### config.mk
export PLATFORM = sky130hd
export DESIGN_NAME = uart_frame_arbiter
export DESIGN_NICKNAME = d
export VERILOG_FILES = /design/src/rtl/uart_frame_arbiter.sv
export SDC_FILE = /design/constraint.sdc
export NUM_CORES = 1
export LEC_CHECK = 0
export BUFFER_PORTS_ARGS = -buffer_cell sky130_fd_sc_hd__buf_2
export CORE_MARGIN = 5
export CORE_UTILIZATION = 45
export CTS_BUF_LIST = sky130_fd_sc_hd__clkbuf_16
export CTS_CLUSTER_SIZE = 20
export DETAILED_ROUTE_END_ITERATION = 7
export HOLD_SLACK_MARGIN = 0.05
export PLACE_DENSITY = 0.7
export SYNTH_ARGS = -nofsm -noshare
export SYNTH_HDL_FRONTEND = slang
export SYNTH_SLANG_ARGS = --single-unit
### constraint.sdc
create_clock -name i_clk -period 5.68 [get_ports i_clk]
set_input_delay 1.136 -clock i_clk [delete_from_list [all_inputs] [get_ports i_clk]]
set_output_delay 1.136 -clock i_clk [all_outputs]
set_load 0.02 [all_outputs]
### src/rtl/uart_frame_arbiter.sv
// Per-frame arbiter sharing one uart_tx between a FIFO word source (A) and a valid/ready source (B).
// Optional checksum byte when UART_FRAME_CHKSUM_EN is defined.
module uart_frame_arbiter #(
  parameter logic [7:0]  HDR_A       = 8'h49,
  parameter logic [7:0]  HDR_B       = 8'h53,
  parameter int unsigned MAX_A_BURST = 8,
  parameter int unsigned CNT_WIDTH   = 16
) (
  input  logic                 i_clk,
  input  logic                 i_rst,
  input  logic                 i_enable,
  input  logic                 i_a_empty,
  output logic                 o_a_rd_en,
  input  logic [31:0]          i_a_data,
  input  logic                 i_b_valid,
  input  logic [31:0]          i_b_data,
  output logic                 o_b_ready,
  output logic [7:0]           o_tx_byte,
  output logic                 o_tx_send,
  input  logic                 i_tx_active,
  input  logic                 i_tx_done,
  output logic                 o_busy,
  output logic [CNT_WIDTH-1:0] o_frame_cnt_a,
  output logic [CNT_WIDTH-1:0] o_frame_cnt_b
);

`ifdef UART_FRAME_CHKSUM_EN
  localparam int unsigned FRAME_LEN = 6;
`else
  localparam int unsigned FRAME_LEN = 5;
`endif
  localparam logic [2:0] LAST_IDX  = 3'(FRAME_LEN - 1);
  localparam logic [7:0] BURST_MAX = 8'(MAX_A_BURST);

  typedef enum logic [2:0] {
    S_IDLE, S_ARB, S_FETCH, S_LATCH, S_SEND, S_WAIT, S_DONE
  } state_t;

  state_t               state, state_nx;
  logic [31:0]          word_q;
  logic                 grant_b_q;
  logic [2:0]           idx_q;
  logic [7:0]           burst_q;
  logic [7:0]           byte_q;
  logic [CNT_WIDTH-1:0] cnt_a_q, cnt_b_q;

  logic       b_win, a_win;
  logic       take_a, take_b;
  logic       send_now, byte_done, frame_end;
  logic [7:0] hdr, cur_byte;

  // B preempts only when A is empty or A has used up its burst allowance
  assign b_win = i_b_valid && (i_a_empty || (burst_q >= BURST_MAX));
  assign a_win = !b_win && !i_a_empty;
  assign hdr   = grant_b_q ? HDR_B : HDR_A;

  always_comb begin
    cur_byte = hdr;
    case (idx_q)
      3'd1:    cur_byte = word_q[31:24];
      3'd2:    cur_byte = word_q[23:16];
      3'd3:    cur_byte = word_q[15:8];
      3'd4:    cur_byte = word_q[7:0];
`ifdef UART_FRAME_CHKSUM_EN
      3'd5:    cur_byte = hdr ^ word_q[31:24] ^ word_q[23:16] ^ word_q[15:8] ^ word_q[7:0];
`endif
      default: cur_byte = hdr;
    endcase
  end

  always_comb begin
    state_nx  = state;
    o_a_rd_en = 1'b0;
    o_b_ready = 1'b0;
    take_a    = 1'b0;
    take_b    = 1'b0;
    send_now  = 1'b0;
    byte_done = 1'b0;
    frame_end = 1'b0;
    unique case (state)
      S_IDLE:
        if (i_enable && (!i_a_empty || i_b_valid)) state_nx = S_ARB;
      S_ARB:
        if (!i_enable) begin
          state_nx = S_IDLE;
        end else if (b_win) begin
          take_b    = 1'b1;
          o_b_ready = 1'b1;
          state_nx  = S_SEND;
        end else if (a_win) begin
          take_a   = 1'b1;
          state_nx = S_FETCH;
        end else begin
          state_nx = S_IDLE;
        end
      S_FETCH: begin
        o_a_rd_en = 1'b1;
        state_nx  = S_LATCH;
      end
      S_LATCH:
        state_nx = S_SEND;
      S_SEND:
        // leaving SEND right away keeps the strobe to a single cycle
        if (!i_tx_active) begin
          send_now = 1'b1;
          state_nx = S_WAIT;
        end
      S_WAIT:
        if (i_tx_done) begin
          byte_done = 1'b1;
          if (idx_q == LAST_IDX) begin
            frame_end = 1'b1;
            state_nx  = S_DONE;
          end else begin
            state_nx  = S_SEND;
          end
        end
      S_DONE:
        state_nx = i_enable ? S_ARB : S_IDLE;
      default:
        state_nx = S_IDLE;
    endcase
  end

  always_ff @(posedge i_clk or posedge i_rst) begin
    if (i_rst) begin
      state     <= S_IDLE;
      word_q    <= '0;
      grant_b_q <= 1'b0;
      idx_q     <= '0;
      burst_q   <= '0;
      byte_q    <= '0;
      cnt_a_q   <= '0;
      cnt_b_q   <= '0;
    end else begin
      state <= state_nx;
      if (take_b) begin
        grant_b_q <= 1'b1;
        word_q    <= i_b_data;
        burst_q   <= '0;
      end
      if (take_a) begin
        grant_b_q <= 1'b0;
        if (burst_q < BURST_MAX) burst_q <= burst_q + 8'd1;
      end
      if (state == S_LATCH) word_q <= i_a_data;
      if (send_now)         byte_q <= cur_byte;
      if (byte_done)        idx_q  <= idx_q + 3'd1;
      if (state == S_DONE)  idx_q  <= '0;
      if (frame_end) begin
        if (grant_b_q) cnt_b_q <= cnt_b_q + 1'b1;
        else           cnt_a_q <= cnt_a_q + 1'b1;
      end
    end
  end

  // last sent byte stays on the bus between sends
  assign o_tx_byte     = send_now ? cur_byte : byte_q;
  assign o_tx_send     = send_now;
  assign o_busy        = (state != S_IDLE);
  assign o_frame_cnt_a = cnt_a_q;
  assign o_frame_cnt_b = cnt_b_q;

endmodule

==> summary.txt, run 1 <==
Global route
  • First-pass GRT wire length: 15800 um
  • Largest net degree at the start of global routing: 66
  • Gr ovfl total: 0
  • Vias in the first global route: 3395
  • GRT Total Usage: 16.8%
  • Initial antenna violation count: 0

Worst setup path
  • Startpoint types: input pin
  • Crit path max fanout: 14
  • Type of the worst setup path: in -> out
  • Critical Path AT: about 2.6 ns
  • Critical R2R Launch: idx_q[0]
  • R2r setup slk: around 3.5 ns
  • Req. time, crit path: about 4.5 ns
  • Worst setup EP type: primary output
  • Reg2reg path depth: 6
  • Reg-to-Reg End: o_frame_cnt_a[13]

Yosys
  • Yosys top cell area share: about half
  • Avg Cell Area, Syn: between 10 and 15 um^2
  • Distinct cell type count after synthesis: between 40 and 50
  • Register area share after synthesis: 49.0%
  • Synthesized flop and latch total: 87
  • Commonest register cell after synthesis: dfrtp_1
  • Syn. warnings: 0
  • Synth area leader: dfrtp_1
  • Post-synth EDFFs: 0
  • Synth Instances: ~420
  • Mapped Area: between 0.004 and 0.005 mm^2
  • Post-synth ARST share: 100%
  • Syn nets: 503
  • Area contributors post-synth: dfrtp_1 (49%), mux2i_1 (7.2%), xnor2_1 (4.7%)

Drt
  • Pre-antenna DRT Iters: 4
  • Per-cell routed wire length: around 14 um
  • Drt total wl: 9470 um
  • Via count: 3353
  • Number of DRC markers in iteration 0: between 150 and 200
  • Final ANT Viol Nets: 0
  • DR vias/cell: approximately 5
  • DRC: 0

Hold path
  • Hold path start: o_frame_cnt_a[15]
  • Worst Hold Path Cells: 1
  • Hold EP: o_frame_cnt_a[15]
  • Worst hold path type: reg -> reg

CTS
  • H-tree depth: 3
  • Root Buffer: clkbuf_16
  • CTS Sinks: a little under 90
  • Worst-path clk slew: 0.06 ns
  • Clk buf depth: 2
  • Clk Latency, worst-skew pair: around 0.33 ns
  • Post-CTS Setup Repair Bufs: 0
  • CTS Buf Count: 9
  • CTS tree: built
  • Post-CTS sizing: 0
  • Hold buffer count at CTS: 0

Layout
  • Most common cell after layout, fill and taps aside: buf_2
  • Ant diodes: 0
  • Most frequent cells in the layout: buf_2 (114), dfrtp_1 (87), nor2_1 (41)
  • Final core occ: 55.1%
  • Layout cells sized above 1: between 20 and 30%
  • NumNets Final: between 600 and 700
  • Area growth from synthesis to layout: 20.1%

Placement
  • Placed wire-length estimate: 6950 um
  • Placer Congestion: about 0.83
  • Port Buffer Count: 114

Outcome
  • Outcome: finished, final reports clean

Power and ir drop
  • Peak supply drop: about 0.17 mV
  • Comb power frac: between 30% and 40%
  • Leakage power figure: roughly 2.8 nW
  • P_sw: ~0.83 mW
  • Clock network power share: about a quarter
  • Sequential power share: a little over two fifths
  • Switching share of power: between 30% and 40%
  • Pint: ~1.4 mW
  • PD cells: around 420 mW/mm^2

Timing
  • Setup TNS: 0 ns
  • Post-layout min period: 3.71 ns
  • Worst slew pin tran: around 0.71 ns
  • Fmax: between 200 and 300 MHz
  • Pins over their slew limit: 0
  • Final hold violation count: 0
  • Unrepaired setup endpoints after global routing: no
  • Final Setup Violations: 0
  • Worst clock skew: between 0.007 and 0.008 ns
  • Ratio of final minimum period to clock period: around two thirds
  • Slew headroom: 52.9%

Floorplan
  • Die width: 109 um
  • # IOs: 115
  • Die Area: about 0.012 mm^2
  • Die height: between 100 and 150 um
  • Initial Util: between 40% and 50%
  • Core area: around 0.0097 mm^2
  • Cell Rows: 36

Flow run
  • Max Cap Viol: 0
[flip-flops by register name, summed over array words and instances (netlist names)]
signal and cells:
state 3, idx_q 3, word_q 32, grant_b_q 1
burst_q 8, o_frame_cnt_b 16, o_frame_cnt_a 16, byte_q 8
[metal layers]
metal	share of wire, %	track usage (%)	up-vias	wire (um)
met4	2.0	7.03	0	187
met2	48	27.6	95	4530
met5	0	0	-	0
met1	44	21.4	1555	4200
met3	5.8	3.70	11	548
li1	-	-	1692	-
[power by group through the flow]
stage | logic, mW | registers, mW | clock network, mW
floorplan | 0.585 | 0.912 | 0
global placement | 0.695 | 0.967 | 0
detailed placement | 0.717 | 0.977 | 0
CTS | 0.721 | 0.966 | 0.584
global route | 0.802 | 0.995 | 0.610
finish | 0.708 | 0.966 | 0.572
[stage by stage]
stage / instances / cell area [um^2] / setup WS (ns) / hold WS, ns / total power, mW
detailed placement: 649 / 5050 / 1.96 / 0.463 / 1.69
global route: 665 / 5340 / 1.84 / 0.485 / 2.41
CTS: 665 / 5340 / 1.97 / 0.471 / 2.27
floorplan: 423 / 4450 / 2.29 / 0.473 / 1.50
global placement: 649 / 5050 / 2.01 / 0.448 / 1.66
finish: 665 / 5340 / 1.97 / 0.466 / 2.25
[logic make-up after synthesis]
| logic type | after synthesis | synth area share (%) |
|---|---|---|
| adders and majority gates | 9 | 2.53 |
| muxes | 34 | 7.71 |
| DFF | 87 | 49.0 |
| AOI/OAI and AO/OA | 84 | 11.8 |
| xor gates and xnor gates | 31 | 6.11 |
| and+or+nand+nor | 140 | 18.1 |
| buffers and inverters | 38 | 4.73 |
[critical path, stage by stage]
cell	delay [ns]
buf_2	0.11
or4b_1	0.72
inv_2	0.18
nand3_1	0.11
nand3_1	0.13
buf_2	0.17
[layout make-up]
| cell class | instances | area, um^2 |
|---|---|---|
| multi-input cells | 298 | 2060 |
| clock buffers | 9 | 225 |
| repair buffers | 117 | 593 |
| flip-flops and latches | 87 | 2180 |
| well taps | 133 | 166 |
| fillers | 886 | 4340 |
| clock inverters | 7 | 65.1 |
| inverters | 14 | 53.8 |
[synth_stat cells (10+ instances only)]
cell / n
dfrtp_1: 87
nor2_1: 41
a21oi_1: 34
mux2i_1: 32
nand2_1: 28
xnor2_1: 24
nand3_1: 20
o21ai_0: 19
inv_1: 13
a21oi_2: 10
nand4_1: 10
[how the worst max path moves through the flow]
stage | from | to
after floorplan | i_rst | burst_q[0]
after global placement | i_tx_active | o_tx_byte[4]
after detailed placement | i_tx_active | o_tx_byte[4]
after CTS | i_tx_active | o_tx_byte[4]
after global routing | i_tx_active | o_tx_byte[4]
final | i_tx_active | o_tx_byte[4]
(Power assumes the default switching activity.)
==> run 2: changes to the inputs <==
==> constraint.sdc (replaced) <==
create_clock -name i_clk -period 3.9 [get_ports i_clk]
set_input_delay 0.78 -clock i_clk [delete_from_list [all_inputs] [get_ports i_clk]]
set_output_delay 0.78 -clock i_clk [all_outputs]
set_load 0.02 [all_outputs]
==> run 2 against run 1 <==
Against the previous run:
- worst setup slack got worse by 1.2 ns
- clock skew increased by 0.00067 ns
- clock power increased by 41%
- global-route usage decreased by 0.11 points
- worst hold slack got worse by 0.034 ns
- wire length decreased by 0.22%
- count of clock-buffer cells in the layout unchanged
- critical path depth increased by 1
- die area unchanged
==> summary.txt, run 2 (synthesis results as in run 1) <==
Layout
  • Biggest register: word_q
  • Ant diodes: 0 (unchanged)
  • Fillers: 879 (-0.79%)
  • Most frequent cells in the layout: buf_2 (114), dfrtp_1 (87), nor2_1 (41)
  • Most common cell after layout, fill and taps aside: buf_2
  • Fin cells: 665 (unchanged)
  • Max reg flops: 32 (unchanged)
  • Area growth from synthesis to layout: 20.0% (about the same)
  • NumNets Final: 608 (+0.16%)
  • Layout cells sized above 1: 29.3% (-0.19 points)

Floorplan
  • Die Area: 0.0120 mm^2 (unchanged)
  • # IOs: 115 (unchanged)
  • Initial Util: 45.9% (unchanged)
  • Cell Rows: 36 (unchanged)
  • Die width: 109 um (unchanged)
  • Core area: 0.00968 mm^2 (unchanged)
  • Die height: 109 um (unchanged)

Drt
  • Final ANT Viol Nets: 0 (unchanged)
  • Metal2 WL: 4490 um (-1.0%)
  • DRC: 0 (unchanged)
  • Drt total wl: 9450 um (-0.22%)
  • DR vias/cell: 5.09 (+1.0%)
  • Pre-antenna DRT Iters: 4 (unchanged)
  • Met3 wire len: 523 um (-4.6%)
  • Number of DRC markers in iteration 0: 122 (-26%)
  • M1 WL: 4210 um (+0.14%)
  • Top Metal Used: met4
  • Via count: 3388 (+1.0%)
  • Per-cell routed wire length: 14.2 um (-0.22%)

Timing
  • Slew headroom: 54.1% (+1.1 points)
  • Post-layout min period: approximately 3.1 ns
  • Setup ws final: 0.802 ns (-1.17 ns)
  • Pins over their slew limit: 0 (unchanged)
  • Final hold violation count: 0 (unchanged)
  • Fmax: about 320 MHz
  • Final Setup Violations: 0 (unchanged)
  • Unrepaired setup endpoints after global routing: no
  • Worst slew pin tran: 0.689 ns (-0.0167 ns)
  • Setup TNS: 0 ns (unchanged)
  • Ratio of final minimum period to clock period: between 70% and 80%
  • Worst clock skew: 0.00857 ns (+0.000667 ns)

Worst setup path
  • Type of the worst setup path: reg -> out
  • Reg-to-Reg End: o_frame_cnt_a[13]
  • Startpoint types: flop
  • Crit path depth: 7 (+1)
  • Worst Setup EP: o_tx_byte[6]
  • Worst path buffer plus inverter count: 2 (-1)
  • Critical R2R Launch: idx_q[0]
  • Critical Path AT: 2.32 ns (-0.25 ns)
  • Delay-heaviest family, CP: flip-flops
  • Crit path max fanout: 23 (+9)
  • Crit-path slowest cell: dfrtp_1
  • Crit-path max cell delay: 0.78 ns (+0.06 ns)
  • Req. time, crit path: 3.12 ns (-1.42 ns)
  • Worst path cell trace: inv_1 > ha_1 > a32oi_1 > o21ai_0 > o21ai_0 > nand2_1 > buf_2
  • CP startpoint: idx_q[2]
  • Worst setup EP type: primary output
  • Most frequent CP cell: o21ai_0
  • Reg2reg path depth: 6 (unchanged)
  • R2r setup slk: 1.77 ns (-1.77 ns)

Power and ir drop
  • Sequential power share: 43.6% (+0.6 points)
  • Final Power: 3.25 mW (+45%)
  • Clock network power share: 24.9% (-0.6 points)
  • Leakage power figure: 2.82 nW (-0.20%)
  • P_sw: 1.19 mW (+44%)
  • Comb power frac: 31.5% (about the same)
  • Pint: 2.06 mW (+45%)
  • Switching share of power: 36.6% (-0.19 points)
  • Peak supply drop: 0.250 mV (+45%)
  • PD cells: 609 mW/mm^2 (+45%)

CTS
  • Post-CTS sizing: 0 (unchanged)
  • Hold buffer count at CTS: 0 (unchanged)
  • Root Buffer: clkbuf_16
  • Worst-path clk slew: 0.06 ns (about the same)
  • CTS tree: built
  • CTS Sinks: 87 (unchanged)
  • H-tree depth: 3 (unchanged)
  • Post-CTS Setup Repair Bufs: 0 (unchanged)
  • Clk buf depth: 2 (unchanged)
  • Clk Latency, worst-skew pair: 0.33 ns (about the same)
  • CTS Buf Count: 9 (unchanged)

Global route
  • Vias in the first global route: 3314 (-2.4%)
  • Largest net degree at the start of global routing: 66 (unchanged)
  • Gr ovfl total: 0 (unchanged)
  • GRT Total Usage: 16.7% (-0.11 points)
  • Initial antenna violation count: 0 (unchanged)
  • First-pass GRT wire length: 15600 um (-1.4%)

Placement
  • Place WS: 0.884 ns (-1.07 ns)
  • Port Buffer Count: 114 (unchanged)
  • Placer Congestion: 0.783 (-5.6%)
  • DP Cell Count: 650 (+0.15%)
  • Placed wire-length estimate: 7060 um (+1.6%)

Hold path
  • Worst hold path type: in -> async

Flow run
  • Max Cap Viol: 0 (unchanged)

Outcome
  • Outcome: finished, final reports clean
-- run 2: metrics by stage --
step | cell area [um^2] | utilization [%] | hold WS (ns)
floorplan | 4450 | - | 0.473
global placement | 5060 | 52.2 | 0.453
detailed placement | 5060 | 52.2 | 0.457
CTS | 5340 | 55.1 | 0.434
global route | 5340 | 55.1 | 0.460
finish | 5340 | 55.1 | 0.432
-- run 2: power by group through the flow --
stage | Combinational (mW) | Clock [mW] | Sequential, mW
5_1_grt | 1.16 | 0.867 | 1.46
3_5_place_dp | 1.04 | 0 | 1.43
4_1_cts | 1.04 | 0.832 | 1.41
3_3_place_gp | 1.00 | 0 | 1.42
2_1_floorplan | 0.852 | 0 | 1.33
6_report | 1.03 | 0.809 | 1.42
-- run 2: metal layers --
layer / up-vias / GRT usage (%)
met5: - / 0
met4: 0 / 7.39
met3: 16 / 3.64
met2: 106 / 26.7
met1: 1563 / 21.7
li1: 1703 / -
-- run 2: area by class of cell --
class                      instances  area [um^2]  area share (%)
timing repair buffer             118          601            11.3
inverter                          14         53.8            1.01
sequential                        87         2180            40.8
multi-input combinational        298         2060            38.6
tap                              133          166            3.12
clock buffer                       9          225            4.22
clock inverter                     6         53.8            1.01
-- run 2: worst min-delay path by stage --
stage | startpoint | to | slack [ns]
after detailed placement | byte_q[6] | byte_q[6] | 0.46
after CTS | i_rst | byte_q[4] | 0.43
after global routing | i_rst | byte_q[6] | 0.46
after floorplan | burst_q[3] | burst_q[3] | 0.47
after global placement | byte_q[6] | byte_q[6] | 0.45
final | i_rst | byte_q[6] | 0.43
